## src/rtl/slot_collector.sv

```systemverilog
// slot_collector: return-side partner of the four-slot pipeline input selector.
// Captures iteration results per slot into feedback registers, counts iterations,
// detects escape / iteration limit and drains four pixel results via valid/ready.
// Optional feature macro: SLOT_COLLECTOR_STATS_EN adds a saturating escape counter.
module slot_collector #(
    parameter int unsigned          WIDTH      = 32,
    parameter int unsigned          ITER_W     = 8,
    parameter int unsigned          MAX_ITER   = 255,
    parameter logic [WIDTH-1:0]     ESC_THRESH = 32'h0400_0000
) (
    input  logic                aclk,
    input  logic                aresetn,
    input  logic                start,
    input  logic                in_valid,
    input  logic [WIDTH-1:0]    in_a,
    input  logic [WIDTH-1:0]    in_b,
    input  logic [WIDTH-1:0]    in_mag,
    output logic [WIDTH-1:0]    a1,
    output logic [WIDTH-1:0]    a2,
    output logic [WIDTH-1:0]    a3,
    output logic [WIDTH-1:0]    a4,
    output logic [WIDTH-1:0]    b1,
    output logic [WIDTH-1:0]    b2,
    output logic [WIDTH-1:0]    b3,
    output logic [WIDTH-1:0]    b4,
    output logic                busy,
    output logic                res_valid,
    input  logic                res_ready,
    output logic [1:0]          res_slot,
    output logic [ITER_W-1:0]   res_iter,
    output logic                res_escaped,
    output logic                batch_done
`ifdef SLOT_COLLECTOR_STATS_EN
    ,
    output logic [15:0]         esc_count
`endif
);

    typedef enum logic [1:0] {StIdle, StRun, StDrain} state_t;

    state_t             state;
    logic [WIDTH-1:0]   fb_a [4];
    logic [WIDTH-1:0]   fb_b [4];
    logic [ITER_W-1:0]  iter [4];
    logic [3:0]         done;
    logic [3:0]         escaped;
    logic [1:0]         ptr;
    logic [1:0]         didx;

    logic [ITER_W-1:0]  iter_inc;
    logic               esc_hit;
    logic               lim_hit;
    logic [3:0]         done_set;
    logic [1:0]         didx_inc;

    assign a1 = fb_a[0];
    assign a2 = fb_a[1];
    assign a3 = fb_a[2];
    assign a4 = fb_a[3];
    assign b1 = fb_b[0];
    assign b2 = fb_b[1];
    assign b3 = fb_b[2];
    assign b4 = fb_b[3];

    // Decode of the current slot's completion conditions and drain index step.
    always_comb begin
        iter_inc = iter[ptr] + ITER_W'(1);
        esc_hit  = in_mag > ESC_THRESH;
        lim_hit  = iter_inc == ITER_W'(MAX_ITER);
        done_set = done | (4'b0001 << ptr);
        didx_inc = didx + 2'd1;
    end

    // Batch FSM with per-slot capture, counting and registered result outputs.
    always_ff @(posedge aclk or negedge aresetn) begin
        if (!aresetn) begin
            state       <= StIdle;
            for (int i = 0; i < 4; i++) begin
                fb_a[i] <= '0;
                fb_b[i] <= '0;
                iter[i] <= '0;
            end
            done        <= '0;
            escaped     <= '0;
            ptr         <= '0;
            didx        <= '0;
            busy        <= 1'b0;
            res_valid   <= 1'b0;
            res_slot    <= '0;
            res_iter    <= '0;
            res_escaped <= 1'b0;
            batch_done  <= 1'b0;
        end else begin
            batch_done <= 1'b0;
            unique case (state)
                StIdle: begin
                    // Feedback registers deliberately keep their last values here.
                    if (start) begin
                        state <= StRun;
                        busy  <= 1'b1;
                        for (int i = 0; i < 4; i++) iter[i] <= '0;
                        done    <= '0;
                        escaped <= '0;
                        ptr     <= '0;
                        didx    <= '0;
                    end
                end
                StRun: begin
                    if (in_valid) begin
                        // The pointer tracks the pipeline position, so it moves even
                        // for slots that are already finished.
                        ptr <= ptr + 2'd1;
                        if (!done[ptr]) begin
                            fb_a[ptr] <= in_a;
                            fb_b[ptr] <= in_b;
                            if (iter[ptr] != ITER_W'(MAX_ITER)) iter[ptr] <= iter_inc;
                            if (esc_hit) begin
                                done[ptr]    <= 1'b1;
                                escaped[ptr] <= 1'b1;
                            end else if (lim_hit) begin
                                done[ptr]    <= 1'b1;
                            end
                            if ((esc_hit || lim_hit) && (done_set == 4'hF)) state <= StDrain;
                        end
                    end
                end
                StDrain: begin
                    if (!res_valid) begin
                        // First cycle in DRAIN: present slot 0.
                        res_valid   <= 1'b1;
                        res_slot    <= didx;
                        res_iter    <= iter[didx];
                        res_escaped <= escaped[didx];
                    end else if (res_ready) begin
                        if (didx == 2'd3) begin
                            state       <= StIdle;
                            busy        <= 1'b0;
                            res_valid   <= 1'b0;
                            res_slot    <= '0;
                            res_iter    <= '0;
                            res_escaped <= 1'b0;
                            batch_done  <= 1'b1;
                            didx        <= '0;
                        end else begin
                            didx        <= didx_inc;
                            res_slot    <= didx_inc;
                            res_iter    <= iter[didx_inc];
                            res_escaped <= escaped[didx_inc];
                        end
                    end
                end
                default: state <= StIdle;
            endcase
        end
    end

`ifdef SLOT_COLLECTOR_STATS_EN
    // Saturating count of accepted escaped results; only reset clears it.
    always_ff @(posedge aclk or negedge aresetn) begin
        if (!aresetn) begin
            esc_count <= '0;
        end else if (state == StDrain && res_valid && res_ready && res_escaped &&
                     esc_count != 16'hFFFF) begin
            esc_count <= esc_count + 16'd1;
        end
    end
`endif

endmodule

```

## config.mk

```make
export PLATFORM = sky130hd
export DESIGN_NAME = slot_collector
export DESIGN_NICKNAME = d
export VERILOG_FILES = /design/src/rtl/slot_collector.sv
export SDC_FILE = /design/constraint.sdc
export NUM_CORES = 1
export LEC_CHECK = 0
export CORE_MARGIN = 2
export CORE_UTILIZATION = 43
export CTS_CLUSTER_SIZE = 16
export DETAILED_ROUTE_END_ITERATION = 10
export PLACE_DENSITY = 0.78
export SLEW_MARGIN = 20
export SYNTH_ARGS = -nofsm -noshare
export SYNTH_HDL_FRONTEND = slang
export SYNTH_SLANG_ARGS = --single-unit
```

## constraint.sdc

```tcl
create_clock -name aclk -period 2.7 [get_ports aclk]
set_clock_uncertainty 0.1 [all_clocks]
set_input_delay 0.81 -clock aclk [delete_from_list [all_inputs] [get_ports aclk]]
set_output_delay 0.81 -clock aclk [all_outputs]
set_load 0.005 [all_outputs]
```

# --- Word-level counts from Yosys, hierarchy flattened ---
# Index checks and enable logic that the tools add are counted.
op_classes:
  add_sub_neg: 3
  magnitude_cmp: 9
  n_eq_ne: 17
  shift: 1
  mux: 73
  n_bitwise: 7
  n_reduce_logical: 16
ops:
  columns: ["cell", "count"]
  rows:
  - ["$bwmux 128", 2]
  - ["$mux 32", 5]
  - ["$mux 8", 10]
  - ["$demux 32 s2", 1]
  - ["$pmux 32 s2", 1]
  - ["$bmux 8 s2", 3]
  - ["$bwmux 32", 1]
  - ["$gt 32x27->1 const B", 1]
  - ["$mux 4", 8]
  - ["$mux 2", 13]
  - ["$reduce_and 5->1", 4]
  - ["$mux 1", 18]
  - ["$ne 2x2->1 const B", 9]
  - ["$demux 8 s2", 1]
  - ["$pmux 4 s2", 2]
  - ["$or 4x4->4", 3]
  - ["$ge 3x3->1 const B", 3]
  - ["$lt 2x3->1 const B", 3]
  - ["$not 2->3", 3]
  - ["$add 8x1->8 const B", 1]
  - ["$eq 8x8->1 const B", 1]
  - ["$ne 8x8->1 const B", 1]
  - ["$pmux 2 s2", 2]
  - ["$reduce_and 7->1", 1]
  - ["21 further kinds", 29]
totals:
  register_bits: 316
  in_bits: 101
  out_inout_bits: 270

# --- Longest topological paths before layout ---
depth:
  word_depth: 12
  depth_mapped: 8
  mapped_depth_nobuf: 7

# --- Worst setup path before layout ---
# No wires, ideal clock.
synth_path:
  kind: "reg-to-reg"
  from: "register ptr[0]"
  to: "register done[2]"
  setup_time_ns: 0.087
  t_arrival_ns: 2.627
  t_required_ns: 2.513
  setup_slack_ns: -0.114
  path_stages_with_launch: 9
  path_buffers: 1
  period_less_slack_ns: 2.814
  path_cell_list: "dfrtp_1 buf_6 mux4_1 ha_1 xnor2_1 nand3b_1 a211o_1 or3_4 a211oi_2"
synth_via:
  elab_chain_cells: 10
  word_cells_on_any_way: 22
  classes_between: "1 x add/sub; 2 x order compare; 3 x eq/ne; 12 x mux; 2 x bitwise; 2 x reduce/logical"
synth_lines:
  columns: ["item", "line", "text"]
  rows:
  - ["from (decl)", "47", "logic [1:0] ptr;"]
  - ["from (signal assigned)", "112", "ptr <= ptr + 2'd1;"]
  - ["branches (longest 10 deep; another with $add 8x1->8)", null, null]
  - ["to (signal assigned)", "102", "done <= '0;"]
  - ["to (signal, indexed assignment)", "118", "done[ptr] <= 1'b1;"]
  - ["to (signal, indexed assignment)", "121", "done[ptr] <= 1'b1;"]
  - ["to (decl)", "45", "logic [3:0] done;"]
# Parallel ways; which one is timed is not known. The select of a mux whose other input is x is not followed.
# A chain may end at the register's enable or synchronous reset.

# --- Worst setup path in the final report ---
layout_path:
  from: "register ptr[0]"
  to: "register done[3]"
# Same word-level chain as after synthesis.

==> results.md <==
- Syn nets: 971
- Post-synth top area share: around three fifths
- Overflow left after global routing: 0
- Netlist cell types: 43
- CP Launch Type: flop
- Worst path slowest cell: mux4_2
- Pins over their slew limit: 0
- # setup viols final: 0
- Max VDD drop: 0.000753 V
- Pre-antenna DRT Iters: 4
- Max clock buf depth: 3
- Top cells by count, synth: 316 x dfrtp_1, 256 x mux2_2, 44 x nand2_1
- Max FO, Critical Path: 7
- DRT iter0 DRCs: about 380
- H-Tree Depth: 2
- DR vias: 8,839
- First-pass GRT wire length: 53,500 um
- Post-DP Area: 17,700 um2
- Starting Density: a little over two fifths
- Mean Syn Cell Area: roughly 15 um2
- Routed WL per cell: 20.6 um
- Die height: 178 um
- Maxcap violations: 0
- Gr usage total: 22.0%
- Post-Route WL: 35,100 um
- Maximum number of pins on one net before global-route repair: 63
- Worst Setup Path Type: flop to flop
- Sink Count: approximately 320
- Remaining DRCs: 0
- Compound-Gate Fraction of Synth Area: 2.47%
- Root Buffer: clkbuf_16
- Slew headroom: 66.7%
- Critical path's top delay family: multiplexers
- Status: complete, no violations
- Core box area: ~30,000 um2
- Synth area leader: dfrtp_1
- Max incr delay on CP: approximately 600 ps
- # fillers: roughly 2,200
- Dpl ws: -74.4 ps
- Crit path buf inv count: 1
- Synthesis-to-layout area growth: 45.0%
- Worst min path class: primary input to asynchronous set/reset pin
- Number of diodes: 0
- Synth Flop Type: dfrtp_1
- Final instance area: 18,900 um2
- Data required time of the worst path: about 3000 ps
- Port Buf Inserts: between 300 and 400
- Vias/cell: 5.18
- CP arrival: 2990 ps
- RSZ-0062 raised after global routing: true
- Nets: 1,401
- Final Critical Period: ~2700 ps
- Lkg Pwr: between 7 and 8 nW
- Worst Tran Pin Value: 500 ps
- EDFF count, synth: 0
- Final hold violation count: 0
- CTS clk-pin slew, worst paths: 60 ps
- Post-DP HPWL: 25,900 um
- Synth Instances: 863
- XOR/XNOR Fraction of Synth Area: 0.403%
- Cell with the most instances after synthesis: dfrtp_1
- Cell Rows: 63
- Synth Area in Adders: less than 1%
- Vias in the first global route: 9,177
- Share of cells above drive strength 1: 31.5%
- Nature of the critical path endpoint: flop
- DIE AREA: 31,700 um2
- Power Density: 1190 nW/um2
- Asr flop ratio synth: 100%
- Maximum clock frequency: 375 MHz
- Cell Area, Synth: 13,000 um2
- Antenna violations before repair: 0
- Final ANT Viol Nets: 0
- Synthesis warning total: 0
- CTS tree: yes
- I/O pin count: 371
- Final period utilization: 98.9%
- PnR worst setup slack: 30.0 ps
- Largest family of logic cells by synthesized area: multiplexers
- GP Congestion: 0.806
- Fin util: 63.6%
- Post-synthesis sequential area ratio: about three fifths
- Worst-skew pair later-pin latency: 510 ps
- Crit-path cells: buf_6 -> mux4_2 -> xnor2_1 -> nand3b_1 -> a211o_1 -> or3_4 -> a211oi_2
- Die Wd: ~180 um
- Yosys reg bits: 316
- Worst hold margin: 125 ps
- Post-synthesis simple-gate area fraction: 3.84%
- Proportion of synthesized area in mux cells: 29.7%
- Top post-synthesis cells by area: dfrtp_1 61%, mux2_2 22%, mux4_2 3.6%, mux2i_1 2.7%, buf_2 1.3%
- TritonCTS Buffers: 34
[through the flow]
| step | power, W | TNS, ps | std cells |
|---|---|---|---|
| 6_report | 0.0225 | 0 | 1706 |
| 5_1_grt | 0.0237 | -124 | 1706 |
| 4_1_cts | 0.0226 | 0 | 1700 |
| 3_5_place_dp | 0.0180 | -717 | 1641 |
| 3_3_place_gp | 0.0177 | -79.9 | 1641 |
| 2_1_floorplan | 0.0120 | 0 | 863 |
[per-layer routing]
metal  part of all wire, %  wire length, um  vias to the layer above  track usage (%)
met4                   2.6              899                        0             6.28
met3                   8.1             2840                       59             5.71
met5                     0                0                        -                0
met1                    39            13700                     4485             26.8
li1                      -                -                     3958                -
met2                    50            17700                      337             38.5
[timing repair]
| action | CTS | global route |
|---|---|---|
| setup endpoints to repair | 58 | 70 |
| pin swaps | 0 | 1 |
| setup buffers | 0 | 6 |
| gates resized for setup | 2 | 4 |
| hold buffers | 0 | 0 |
[registers in the layout, indices dropped and copies added (netlist names), 32 cells and up]
| name | cells |
|---|---|
| a3 | 32 |
| b4 | 32 |
| iter | 32 |
| a1 | 32 |
| b3 | 32 |
| a4 | 32 |
| b2 | 32 |
| b1 | 32 |
| a2 | 32 |
[worst paths after layout]
kind | from | endpoint | slack, ps | cells after the start
worst max-delay path | ptr[0] | done[3] | 30 | 7
worst min-delay path | aresetn | b3[7] | 120 | 1
worst max register to register | ptr[0] | done[3] | 30 | 7
worst min register to register | busy | busy | 390 | 2
max in group asynchronous | aresetn | a4[23] | 1600 | 3
min in group aclk | busy | busy | 390 | 2
[final cells by class]
class	count	area (um2)	area share [%]
Multi-Input combinational cell	483	4850	25.7
Inverter	17	63.8	0.338
Clock inverter	5	72.6	0.384
Timing Repair Buffer	441	4470	23.7
Clock buffer	54	1040	5.49
Tap cell	390	488	2.58
Sequential cell	316	7910	41.9
[kinds of logic (layout without fill, tap and decap cells)]
logic type / after synthesis / in the layout
flip-flops: 316 / 316
buffers and inverters: 64 / 517
adder cells (fa/ha/maj): 7 / 7
XOR/XNOR: 6 / 6
AO/OA/AOI/OAI: 48 / 48
AND/OR/NAND/NOR: 104 / 104
multiplexers: 318 / 318
[worst reg2reg max path: stages, from the launching register on]
cell	delay (ps)
dfrtp_2	460
buf_6	160
mux4_2	600
xnor2_1	180
nand3b_1	230
a211o_1	300
or3_4	360
a211oi_2	200
[power breakdown]
| part | internal [W] | switching [W] | total (W) |
|---|---|---|---|
| registers | 0.00693 | 0.00122 | 0.00814 |
| clock network | 0.00274 | 0.00183 | 0.00457 |
| logic | 0.00641 | 0.00338 | 0.00979 |
| total | 0.0161 | 0.00643 | 0.0225 |
[layout by cell type (no fill, tap or decap), drive strengths merged, types with 3 or more instances in the layout]
cell type	count
a21oi	16
mux4	27
clkbuf	54
buf	72
nand2	44
a221oi	9
o22ai	3
mux2i	35
dfrtp	316
nand3	10
o21ai	9
ha	7
clkdlybuf4s50	369
xor2	3
nor2b	5
nor2	20
nor4	8
mux2	256
and2	5
xnor2	3
inv	17
clkinv	4
Note: power is estimated with default switching activity, not from simulation.
